--- config.mk ---
export PLATFORM = sky130hd
export DESIGN_NAME = cv32e40p_register_file_ecc_writer
export DESIGN_NICKNAME = d
export VERILOG_FILES = /design/src/rtl/cv32e40p_register_file_ecc_writer.sv
export SDC_FILE = /design/constraint.sdc
export NUM_CORES = 1
export LEC_CHECK = 0
export ABC_AREA = 1
export BUFFER_PORTS_ARGS = -buffer_cell sky130_fd_sc_hd__buf_4
export CAP_MARGIN = 20
export CORE_MARGIN = 3
export CORE_UTILIZATION = 62
export DETAILED_ROUTE_END_ITERATION = 7
export PLACE_DENSITY = 0.87
export SYNTH_ARGS = -nofsm -noshare
export SYNTH_HDL_FRONTEND = slang
export SYNTH_SLANG_ARGS = --single-unit
--- constraint.sdc ---
create_clock -name clk -period 2.81 [get_ports clk]
set_input_delay 0.562 -clock clk [delete_from_list [all_inputs] [get_ports clk]]
set_output_delay 0.562 -clock clk [all_outputs]
set_load 0.01 [all_outputs]
--- src/rtl/cv32e40p_register_file_ecc_writer.sv ---
// rtl/cv32e40p_register_file_ecc_writer.sv - SEC Hamming write port with background scrub FIFO
// Core writes win; queued scrubs fill idle cycles and are cancelled by newer core writes.
module cv32e40p_register_file_ecc_writer #(
  parameter int ADDR_WIDTH  = 5,
  parameter int SCRUB_DEPTH = 2,
  parameter int CNT_WIDTH   = 16
) (
  input  logic                  clk,
  input  logic                  rst_n,
  input  logic                  we_a_i,
  input  logic [ADDR_WIDTH-1:0] waddr_a_i,
  input  logic [31:0]           wdata_a_i,
  input  logic                  scrub_valid_i,
  input  logic [ADDR_WIDTH-1:0] scrub_addr_i,
  input  logic [31:0]           scrub_data_i,
  output logic                  scrub_ready_o,
  output logic                  rf_we_o,
  output logic [ADDR_WIDTH-1:0] rf_waddr_o,
  output logic [37:0]           rf_wdata_o,
  output logic                  scrub_busy_o,
  output logic                  scrub_drop_o,
  output logic [CNT_WIDTH-1:0]  scrub_cnt_o
);

  localparam int PTR_W = (SCRUB_DEPTH > 1) ? $clog2(SCRUB_DEPTH) : 1;
  localparam logic [PTR_W:0] FULL = (PTR_W+1)'(SCRUB_DEPTH);

  // Data fills the non-power-of-two positions in order; parity gives even coverage.
  function automatic logic [37:0] encode(input logic [31:0] d);
    logic [37:0] cw;
    logic [5:0]  j;
    logic        par;
    cw = '0;
    j  = '0;
    for (int i = 0; i < 38; i++) begin
      if (((i + 1) & i) != 0) begin
        cw[i] = d[j[4:0]];
        j     = j + 6'd1;
      end
    end
    for (int k = 0; k < 6; k++) begin
      par = 1'b0;
      for (int i = 0; i < 38; i++) begin
        if (((((i + 1) >> k) & 1) != 0) && (((i + 1) & i) != 0)) begin
          par = par ^ cw[i];
        end
      end
      cw[(1 << k) - 1] = par;
    end
    return cw;
  endfunction

  logic                  fifo_valid [SCRUB_DEPTH];
  logic [ADDR_WIDTH-1:0] fifo_addr  [SCRUB_DEPTH];
  logic [31:0]           fifo_data  [SCRUB_DEPTH];
  logic [PTR_W-1:0]      rd_ptr;
  logic [PTR_W-1:0]      wr_ptr;
  logic [PTR_W:0]        count;

  logic core_wr;
  logic push;
  logic pop;
  logic scrub_issue;

  assign core_wr       = we_a_i && (waddr_a_i != '0);
  assign scrub_ready_o = (count != FULL);
  assign scrub_busy_o  = (count != '0);
  // A scrub racing a core write to the same register is already stale.
  assign push          = scrub_valid_i && scrub_ready_o && (scrub_addr_i != '0) &&
                         !(core_wr && (scrub_addr_i == waddr_a_i));
  assign pop           = !core_wr && scrub_busy_o;
  assign scrub_issue   = pop && fifo_valid[rd_ptr];

  always_ff @(posedge clk or negedge rst_n) begin
    if (!rst_n) begin
      for (int i = 0; i < SCRUB_DEPTH; i++) begin
        fifo_valid[i] <= 1'b0;
        fifo_addr[i]  <= '0;
        fifo_data[i]  <= '0;
      end
      rd_ptr <= '0;
      wr_ptr <= '0;
      count  <= '0;
    end else begin
      for (int i = 0; i < SCRUB_DEPTH; i++) begin
        if (core_wr && (fifo_addr[i] == waddr_a_i)) begin
          fifo_valid[i] <= 1'b0;
        end
      end
      if (push) begin
        fifo_valid[wr_ptr] <= 1'b1;
        fifo_addr[wr_ptr]  <= scrub_addr_i;
        fifo_data[wr_ptr]  <= scrub_data_i;
        wr_ptr             <= wr_ptr + PTR_W'(1);
      end
      if (pop) begin
        rd_ptr <= rd_ptr + PTR_W'(1);
      end
      case ({push, pop})
        2'b10:   count <= count + 1'b1;
        2'b01:   count <= count - 1'b1;
        default: count <= count;
      endcase
    end
  end

  always_ff @(posedge clk or negedge rst_n) begin
    if (!rst_n) begin
      rf_we_o      <= 1'b0;
      rf_waddr_o   <= '0;
      rf_wdata_o   <= '0;
      scrub_drop_o <= 1'b0;
      scrub_cnt_o  <= '0;
    end else begin
      rf_we_o      <= core_wr || scrub_issue;
      scrub_drop_o <= scrub_valid_i && !scrub_ready_o;
      if (core_wr) begin
        rf_waddr_o <= waddr_a_i;
        rf_wdata_o <= encode(wdata_a_i);
      end else if (scrub_issue) begin
        rf_waddr_o <= fifo_addr[rd_ptr];
        rf_wdata_o <= encode(fifo_data[rd_ptr]);
      end
      if (scrub_issue && (scrub_cnt_o != '1)) begin
        scrub_cnt_o <= scrub_cnt_o + 1'b1;
      end
    end
  end

endmodule

# ---- Yosys cells after proc, flatten, opt, wreduce, memory -nomap -nowiden
# Cells that the tools add are included.
dict set report word_totals {
  register_bits 141
  out_inout_bits 63
  inputBits 78
}
dict set report op_classes {
  add_sub_neg 65
  bitwise_logic 171
  mux 584
  reduce_logical 21
  eq_ne 7
  magnitude_cmp 65
}
# op n
set op_table {}
lappend op_table {{2-to-1 mux 5 bit} 99}
lappend op_table {{2-to-1 mux 1 bit} 410}
lappend op_table {{< comparator 5 x 6 -> 1 bit (second input constant)} 62}
lappend op_table {{binary-select mux 1 bit (select 5 bit)} 62}
lappend op_table {{adder 5 x 1 -> 5 bit (second input constant)} 60}
lappend op_table {{XOR 1 bit} 168}
lappend op_table {{2-to-1 mux 32 bit} 4}
lappend op_table {{2-to-1 mux 38 bit} 2}
lappend op_table {{bitwise mux 64 bit} 1}
lappend op_table {{demux 32 bit (select 1 bit)} 1}
lappend op_table {{adder 16 x 1 -> 16 bit (second input constant)} 1}
lappend op_table {{inequality test 16 bit (second input constant)} 1}
lappend op_table {{== test 5 bit} 3}
lappend op_table {{logical AND 1 bit} 12}
lappend op_table {{bitwise mux 10 bit} 1}
lappend op_table {{nonzero test 5 bit} 2}
lappend op_table {{nonzero test 2 bit} 3}
lappend op_table {{demux 5 bit (select 1 bit)} 1}
lappend op_table {{greater-or-equal comparator 2 bit (second input constant)} 2}
lappend op_table {{inverter 1 -> 2 bit} 2}
lappend op_table {{one-hot mux 2 bit (2 select lines)} 1}
lappend op_table {{zero test 1 bit} 3}
lappend op_table {{adder 1 bit (second input constant)} 2}
lappend op_table {{adder 2 x 1 -> 2 bit (second input constant)} 1}
lappend op_table {{9 further kinds} 9}

# ---- Depth between registers and ports, before layout
# Gate-level depths: netlist of run 1.
dict set report logic_depth {
  ltp_word 104
  ltp_mapped 19
  mapped_depth_nobuf 18
}

# ---- Worst setup path after synthesis of run 1
# No wires, ideal clock.
dict set report synth_timing {
  kind {in2reg}
  startpoint {input port waddr_a_i[1]}
  endpoint {register count[1]}
  setup_slack_ps 825
  t_arrival_ps 1861
  path_stages 11
  required_ps 2686
  path_buffers 1
  path_cell_list {buf_2 nor2_2 nand3_1 nand2_2 nor2_1 nand3_1 nand4_2 ha_1 a21oi_1 o21ai_0 xnor2_1}
}
dict set report synth_via {
  elab_chain_cells 7
  word_cells_on_any_way 12
  classes_between {eq/ne (3); mux (1); reduce/logical (8)}
}
# element line_no
set synth_rtl {}
lappend synth_rtl {{start: declaration} 11} ;# input logic [ADDR_WIDTH-1:0] waddr_a_i,
lappend synth_rtl {{nonzero test 5 bit} 65} ;# assign core_wr = we_a_i && (waddr_a_i != '0);
lappend synth_rtl {{logical AND 1 bit} 65}
lappend synth_rtl {{logical AND 1 bit} 70} ;# !(core_wr && (scrub_addr_i == waddr_a_i));
lappend synth_rtl {{zero test 1 bit} 70}
lappend synth_rtl {{logical AND 1 bit} 69} ;# assign push = scrub_valid_i && scrub_ready_o && (scrub_addr_i != '0) &&
lappend synth_rtl {{== test 2 x 1 -> 1 bit or == test 2 bit (tied branches)} 99} ;# case ({push, pop})
lappend synth_rtl {{one-hot mux 2 bit (2 select lines) or nonzero test 2 bit (tied branches)} -}
lappend synth_rtl {{end signal: assignment} 100} ;# 2'b10: count <= count + 1'b1;
lappend synth_rtl {{end signal: assignment} 101} ;# 2'b01: count <= count - 1'b1;
lappend synth_rtl {{end signal: assignment} 102} ;# default: count <= count;
lappend synth_rtl {{end: declaration} 58} ;# logic [PTR_W:0] count;
# Several ways; a longest one is shown, not always the timed one.
# A chain may end at the register's enable or synchronous reset.

# ---- Worst setup path after layout of run 1
dict set report layout_timing {
  startpoint {register rd_ptr}
  endpoint {register rf_wdata_o[3]}
}
dict set report layout_via {
  elab_chain_cells 61
  word_cells_on_any_way 134
  classes_between {mux (114); bitwise (18); reduce/logical (2)}
}
# element line_no
set layout_rtl {}
lappend layout_rtl {{start: declaration} 56} ;# logic [PTR_W-1:0] rd_ptr;
lappend layout_rtl {{start signal: assignment} 97} ;# rd_ptr <= rd_ptr + PTR_W'(1);
lappend layout_rtl {{inverter 1 -> 2 bit (not written as such) *} {72, 122}}
lappend layout_rtl {{2-to-1 mux 32 bit (not written as such) (3 in a row)} 122} ;# rf_wdata_o <= encode(fifo_data[rd_ptr]);
lappend layout_rtl {{binary-select mux 1 bit (select 5 bit)} 37} ;# cw[i] = d[j[4:0]];
lappend layout_rtl {{2-to-1 mux 1 bit (not written as such)} 37}
lappend layout_rtl {{2-to-1 mux 1 bit} 120} ;# end else if (scrub_issue) begin
lappend layout_rtl {{2-to-1 mux 1 bit} 117} ;# if (core_wr) begin
lappend layout_rtl {{2-to-1 mux 1 bit} 120}
lappend layout_rtl {{2-to-1 mux 1 bit} 117}
lappend layout_rtl {{(+43 left out)} -}
lappend layout_rtl {{2-to-1 mux 1 bit} 120}
lappend layout_rtl {{2-to-1 mux 1 bit} 117}
lappend layout_rtl {{XOR 1 bit} 45} ;# par = par ^ cw[i];
lappend layout_rtl {{2-to-1 mux 1 bit} 120}
lappend layout_rtl {{2-to-1 mux 1 bit} 117}
lappend layout_rtl {{XOR 1 bit} 45}
lappend layout_rtl {{2-to-1 mux 38 bit} 120}
lappend layout_rtl {{2-to-1 mux 38 bit} 117}
lappend layout_rtl {{end signal: assignment} 119} ;# rf_wdata_o <= encode(wdata_a_i);
lappend layout_rtl {{end signal: assignment} 122}
lappend layout_rtl {{end: declaration} 19} ;# output logic [37:0] rf_wdata_o,
# Every way passes the cells marked *; elsewhere a longest branch is shown, timed or not. The select of a mux whose other input is x is not followed.

==> out/results.txt, run 1 <==
The top metal layer carrying routed signals is met4. The path type of the worst min-delay path was in2async. The total of warnings raised by yosys was 0.

Traced cell by cell, the critical path runs through inv_2 > buf_4 > nand2_1 > nand2_1 > nand2_1 > nand3_1 > nand2_1 > inv_1 > nand2_1 > nand2_1 > inv_1 > nand2_1 > nand3_1 > nand2_1 > nand2_1 > nand3_1 > nand2_1. The floorplan step set the die width to 123 um. The highest achievable clock rate was 413 MHz; the clock transition at the registers of the reported paths was 0.06 ns. Setup violations remaining at the end of the flow were counted as 0. Compared with the post-synthesis result, the final layout area differs by 20.8%. The global-route wire length before repair is 37,400 um, and the final worst hold slack is 0.0872 ns. In the post-synthesis netlist, the cell with the most instances is sky130_fd_sc_hd__nand2_1.

The average wire per cell in the routed design came out at 15.9 um. In this run the standard cell core region covers 0.0133 sq mm. The run gives 0 as the number of routed nets with antenna violations. The initial antenna violation count was 0. The number of setup buffers added after CTS was 0.

The power per standard cell area was 1310 mW/mm^2; the number of hold-repair buffers added at the cts stage was 0. During placement, the flow inserted port buffers numbering 140. The netlist area before placement was 0.00845 sq mm.

Post-synthesis average cell area: 7.38 sq um. The tools report the global routing usage summed across all routing layers as 0.321. The slowest stage of the critical path belongs to the cell sky130_fd_sc_hd__dfrtp_2. The tools report the buffer cell driving the clock tree root as sky130_fd_sc_hd__clkbuf_16. The via count normalized by instance count works out to 5.54. The number of global-route vias before repair was 7,718; the overall power consumption was 13.4 mW. The tightest slew margin relative to the limit is 0.561.

The iteration-0 DRC count of the detailed router is 794, and the post-detailed-routing wire length is 23,200 um. The clock drives 141 sinks. The tools report the total negative slack for setup checks as 0 ns.

The later pin in the worst-skew pair is clocked with a latency of 0.42 ns. Final standard cell count with taps included and fillers excluded: 1,459. The tools report the origin of the critical flop-to-flop path as rd_ptr. The run gives 0.636 as the starting density of the core.

In this run, distinct cell masters in the synthesized netlist total 45. After global routing the overflow that remains totals 0. At the pin with the least slew margin, the transition time is 0.658 ns. In the post-synthesis netlist, the biggest area contributors are sky130_fd_sc_hd__dfrtp_1 (42%), sky130_fd_sc_hd__nand2_1 (21%), sky130_fd_sc_hd__xnor2_1 (5.5%).

The share of cells above drive strength 1 is 0.175, and the die span in y is 123 um. The logs give 9680 um for the sum of routed wire segments on met1 and 0 for the count of cells resized by post-cts repair. By count the netlist is led by sky130_fd_sc_hd__nand2_1 (464), sky130_fd_sc_hd__dfrtp_1 (141), sky130_fd_sc_hd__inv_1 (101). Primary flip-flop cell chosen by synthesis mapping: sky130_fd_sc_hd__dfrtp_1. Summed over all nets, wire length on met2 after detailed routing comes to 10,600 um.

The post-synthesis cell type with the largest combined area was sky130_fd_sc_hd__dfrtp_1. Counting flops with a built-in enable in the synthesized netlist gives 0. 141 I/O pins were placed. Entering global routing, the biggest net connects 65 pins. By instance count, the cell type seen most on the critical path is sky130_fd_sc_hd__nand2_1. The run gives 5 as the number of iterations in the first detailed-routing pass. The die covers 0.0151 sq mm. The post-synthesis async set-or-reset flop share was 1.00; the static leakage was 5.34 nW. In this run the number of H-tree levels came out at 4. The HPWL after detailed placement came out at 17,200 um. The startpoint kind of the worst setup timing path is a flip-flop. The worst setup path is captured at a flip-flop. For this run, design rule violations remaining after detail routing come to 0. In this run, CTS created clock tree buffers numbering 17. Total inserted antenna cells: 0. For the count of final hold-check violations, the log shows 0.

Synthesis handed over a netlist of 1,145 instances. The tools report the launching element of the worst setup path as rd_ptr. The delay of the slowest critical-path stage is 0.43 ns.

The area fraction of the dominant cell type after synthesis works out to 0.417. The cell count after placement came out at 1,427. Counting along the longest clock path gives a buffer depth of 2. For the final database, setup skew stands at 0.00656 ns.

TritonCTS built the clock tree. Setup repair after global routing left no endpoint under its margin. For the worst setup path, the data required time is 3.12 ns.

The critical path arrival is 2.73 ns. The run gives 0.768 as the final design utilization. For the sequential element share of the synthesized area, the log shows 0.417. The number of synthesized register bits is 141.

Largest driver fanout on the critical path: 25. The detailed router placed 8,085 vias in this run. The worst setup path is of the reg2reg kind. Counting the fill cells in the layout gives 971. The max-slew violation count was 0; the worst vdd rail ir drop was 0.000735 V.

The worst path in the final design needs a cycle of 2.42 ns, including I/O delays and setup. Routability-driven placement finished with a final weighted congestion of 0.969. The floorplan has 42 rows.

Across the run, the number of max-cap violations was 0. The net count of the mapped netlist is 1,225. The run finished with clean final reports.

The layout net count was 1,350. The final critical-path share of the clock period was 0.863. Summed over all nets, wire length on met3 after detailed routing comes to 2340 um.
[layout by cell type (no fill, tap or decap), types with 3 or more instances in the layout]
master	count
sky130_fd_sc_hd__nor2_1	54
sky130_fd_sc_hd__o21ai_1	11
sky130_fd_sc_hd__nor2_4	3
sky130_fd_sc_hd__xor2_1	46
sky130_fd_sc_hd__clkbuf_8	5
sky130_fd_sc_hd__inv_1	101
sky130_fd_sc_hd__nand2_2	9
sky130_fd_sc_hd__buf_12	4
sky130_fd_sc_hd__nand3_1	57
sky130_fd_sc_hd__a31oi_1	12
sky130_fd_sc_hd__xnor2_1	53
sky130_fd_sc_hd__a21oi_1	18
sky130_fd_sc_hd__nand2_1	464
sky130_fd_sc_hd__nand4_1	5
sky130_fd_sc_hd__nor2_2	3
sky130_fd_sc_hd__clkinvlp_4	4
sky130_fd_sc_hd__buf_4	149
sky130_fd_sc_hd__clkbuf_16	17
sky130_fd_sc_hd__or2_2	4
sky130_fd_sc_hd__o22ai_1	26
sky130_fd_sc_hd__a21o_1	3
sky130_fd_sc_hd__inv_2	5
sky130_fd_sc_hd__o21ai_0	47
sky130_fd_sc_hd__o21ai_2	6
sky130_fd_sc_hd__dfrtp_1	140
sky130_fd_sc_hd__nand3b_1	5
[stage by stage]
| step | setup slack (ns) | instance area [sq um] |
|---|---|---|
| 2_1_floorplan | 0.825 | 8450 |
| 3_3_place_gp | 0.509 | 9600 |
| 3_5_place_dp | 0.463 | 9600 |
| 4_1_cts | 0.443 | 10200 |
| 5_1_grt | 0.166 | 10200 |
| 6_report | 0.386 | 10200 |
[final cells by class]
| class | instances | area, sq um | area share |
|---|---|---|---|
| clock buffer | 23 | 498 | 0.0488 |
| inverter | 106 | 398 | 0.0390 |
| multi-input combinational | 850 | 4250 | 0.416 |
| timing repair buffer | 154 | 1210 | 0.119 |
| sequential | 141 | 3530 | 0.346 |
| clock inverter | 9 | 109 | 0.0107 |
| tap | 176 | 220 | 0.0216 |
[flip-flops by register name, summed over array words and instances, names as in the netlist]
| name | cells |
|---|---|
| count | 2 |
| fifo_addr | 10 |
| fifo_data | 64 |
| fifo_valid | 2 |
| rd_ptr | 1 |
| rf_waddr_o | 5 |
| rf_wdata_o | 38 |
| rf_we_o | 1 |
| scrub_cnt_o | 16 |
| scrub_drop_o | 1 |
| wr_ptr | 1 |
[worst max-delay path: cells and delay by family, from the launching register on]
| kind | cells | cell delay [ns] |
|---|---|---|
| buffers and inverters | 4 | 0.72 |
| DFF | 1 | 0.43 |
| and+or+nand+nor | 13 | 1.16 |
[worst paths after layout]
check	endpoint	slack, ns	depth (start not counted)
min	rf_wdata_o[2]	0.09	1
max reg2reg	rf_wdata_o[3]	0.39	17
min in group clk	fifo_data[24]	0.35	3
max in group asynchronous	fifo_data[33]	2.04	2
min reg2reg	fifo_data[4]	0.47	2
max	rf_wdata_o[3]	0.39	17
[per-layer routing]
metal	track usage	up-vias
met2	0.498	425
li1	-	3849
met3	0.0585	58
met5	0	-
met4	0.127	0
met1	0.447	3753
[logic make-up (layout without fill, tap and decap cells)]
family,count (synthesis),in the layout,share of synthesized area
AO/OA/AOI/OAI,130,130,0.0887
XOR/XNOR,102,102,0.109
adder cells (fa/ha/maj),2,2,0.00296
buffers and inverters,154,292,0.0817
flip-flops,141,141,0.417
multiplexers,1,1,0.00118
AND/OR/NAND/NOR,615,615,0.299
[report_power, final]
group | switching [mW] | total, mW | leakage, nW | internal [mW]
Clock | 0.854 | 2.28 | 0.287 | 1.42
Sequential | 0.618 | 3.58 | 1.71 | 2.96
Combinational | 4.72 | 7.53 | 3.34 | 2.81
Power figures use the tool's default switching activity.
==> inputs of run 2 (changes only) <==
- CORE_UTILIZATION: 62 -> 30
- PLACE_DENSITY: 0.87 -> not set
==> out/results.txt, run 2 (synthesized netlist as in run 1, its figures left out) <==
The flow ran to the end, and the final reports show no timing, DRC or antenna violations. The number of global-route vias before repair was 7,267. After detailed routing, the total wire length is 26,100 um. Including well taps, the total number of placed cells is 1,624. Clock latency on the worst-skew pair, taken at its later pin, is 0.44 ns.

The clock period minus worst slack is 2.37 ns. The tightest slew margin relative to the limit came out at 0.591. The area of the die came out at 0.0302 sq mm. The static leakage is 5.33 nW. Counting flops per register, the top entry is fifo_data. At the end of the flow, the number of nets in the layout was 1,351. After detailed routing, no signal wire sits above met4. Highest achievable clock rate: 422 MHz. IR analysis of the VDD net gives a maximum drop of 0.000499 V.

The quantity of I/O buffers inserted on ports works out to 140. The via count normalized by instance count was 4.66; the clock network fraction of total power was 0.167. Setup violations remaining at the end of the flow were counted as 0. The floorplan step set the die height to 174 um. The critical path arrival was 2.69 ns; the transition time at the pin with the least slew margin was 0.607 ns. The share of total power consumed by net switching works out to 0.473.

For the initial antenna violation count, the log shows 0. Setup repair after global routing left no endpoint under its margin. The layout-stage area growth over the synthesis result is 23.7%.

The most prevalent standard cell on the critical path is sky130_fd_sc_hd__nand2_1. The final critical-path share of the clock period came out at 0.843. The count of final hold-check violations was 0; the number of buffers on the longest clock path was 2.

The final route contains 7,725 vias. The tightest min-delay check is of the in2async type. Among all stages on the critical path, the largest delay is contributed by sky130_fd_sc_hd__dfrtp_2.

The logs give 41,200 um for the global-route wire length before repair and 0.0273 sq mm for the area of the core. Summed over all failing endpoints, the final setup total negative slack is 0 ns. The number of antenna diodes in the final layout is 0.

In this run the power spent charging and discharging nets is 6.39 mW. The tree built by TritonCTS fans out to 141 sinks. The max-slew violation count was 0.

Combinational fraction of design power: 0.566. The run gives 0.267 as the power share of the sequential group. For the number of routed nets with antenna violations, the log shows 0. The number of buffers and inverters on the critical path works out to 3. In the final layout, the registers with the most flip-flops are fifo_data x64, rf_wdata_o x38, scrub_cnt_o x16. The final standard cell count with taps included and fillers excluded was 1,656; the DRC violation count after routing was 0.

Kind of cell adding the most delay to the critical path: simple AND/OR/NAND/NOR gates. The run gives 141 as the number of top-level design ports. Buffers inserted to repair hold after CTS numbered 0. Leaving out fill and tap cells, the most frequent cells in the layout are sky130_fd_sc_hd__nand2_1 (463), sky130_fd_sc_hd__buf_4 (149), sky130_fd_sc_hd__dfrtp_1 (140).

Max-cap violations in this run came to 0. Summed over all nets, wire length on met2 after detailed routing comes to 11,000 um. The register with the most flip-flops in the layout has 64 of them. The HPWL after detailed placement is 20,000 um. The tools report the count of cells resized by post-cts repair as 0. Startpoint kind of the worst setup timing path: a flip-flop. Origin of the critical flop-to-flop path: rd_ptr.

The required time of the worst setup path was 3.13 ns; the global routing usage summed across all routing layers was 0.173. Power spread over the standard cell area amounts to 1290 mW/mm^2. The maximum number of pins on one net before global-route repair was 60; the number of setup buffers added after CTS was 0. The tools report the number of iterations in the first detailed-routing pass as 5. The tools report the endpoint type of the worst setup path as a flip-flop. The delay of the slowest critical-path stage is 0.56 ns. Along the worst path, the maximum fanout reaches 13. TritonCTS built the clock tree.

The signal on the critical path passes through inv_2 > buf_4 > o21ai_1 > nand2_1 > nand2_1 > nand3_1 > nand2_1 > nand2_1 > nand2_1 > inv_1 > nand2_1 > nand2_1 > nand2_1 > nand3_1 > nand2_1 > nand2_1. Clock transition at the registers of the reported paths: 0.07 ns. Average wire per cell in the routed design: 15.8 um. From left edge to right edge, the die measures 174 um. The run gives 605 as the iteration-0 DRC count of the detailed router. The buffer cell driving the clock tree root is sky130_fd_sc_hd__clkbuf_16. At the end of routability-driven placement, the weighted congestion stood at 0.902.

After global routing the overflow that remains totals 0. For the final database, setup skew stands at 0.0160 ns. The CTS buffer count came out at 17.

The worst setup path is of the reg2reg kind. The share of cells above drive strength 1 is 0.176, and the internal power is 7.11 mW. The tools report the launching element of the worst setup path as rd_ptr.

The floorplan has 60 rows. For the number of H-tree levels, the log shows 4. Detailed routing placed a total of 1860 um of wire on met3.

The starting density of the core is 0.309, and the sum of routed wire segments on met1 is 12,800 um. The leading cell type in the layout, fill and taps excluded is sky130_fd_sc_hd__nand2_1.
==> run 2: cell types whose count changed in the layout (fill, tap and decap cells not counted), sizes merged <==
cell,before,now
bufinv,2,1
clkbuf,23,20
buf,154,155
clkinvlp,4,3
clkinv,3,2
inv,106,112
==> run 2: metrics by stage <==
step / util / hold slack, ns / area [sq um] / worst slack, ns / total power [mW]
finish: 0.383 / 0.0884 / 10500 / 0.440 / 13.5
global route: 0.383 / 0.127 / 10500 / 0.163 / 14.8
CTS: 0.383 / 0.113 / 10500 / 0.421 / 13.6
detailed placement: 0.361 / 0.459 / 9870 / 0.435 / 11.3
global placement: 0.361 / 0.454 / 9870 / 0.464 / 11.1
floorplan: - / 0.266 / 8450 / 0.825 / 8.82
==> run 2: worst paths after layout <==
path / endpoint / slack [ns] / cells past startpoint
max: rf_wdata_o[1] / 0.44 / 16
min: fifo_data[14] / 0.09 / 1
max reg2reg: rf_wdata_o[1] / 0.44 / 16
min reg2reg: fifo_data[31] / 0.47 / 2
max in group asynchronous: rf_wdata_o[7] / 1.90 / 2
min in group clk: fifo_data[1] / 0.33 / 3
==> run 2: cell type report <==
class                   count  area [sq um]
clock buffers              20           457
clock inverters            12           125
fillers                  2918         16900
inverters                 106           398
multi-input cells         850          4250
flip-flops and latches    141          3530
well taps                 372           465
repair buffers            155          1230
==> run 2: layer usage <==
layer  GRT usage  up-vias
li1            -     3844
met5           0        -
met2       0.247      241
met4      0.0489        0
met1       0.261     3614
met3      0.0410       26
==> run 2: power groups by stage <==
stage	clock network, mW	logic, mW	registers, mW
after floorplan	0	5.22	3.60
after global placement	0	7.51	3.62
after detailed placement	0	7.64	3.64
after CTS	2.30	7.68	3.61
after global routing	2.39	8.69	3.72
final	2.25	7.65	3.61
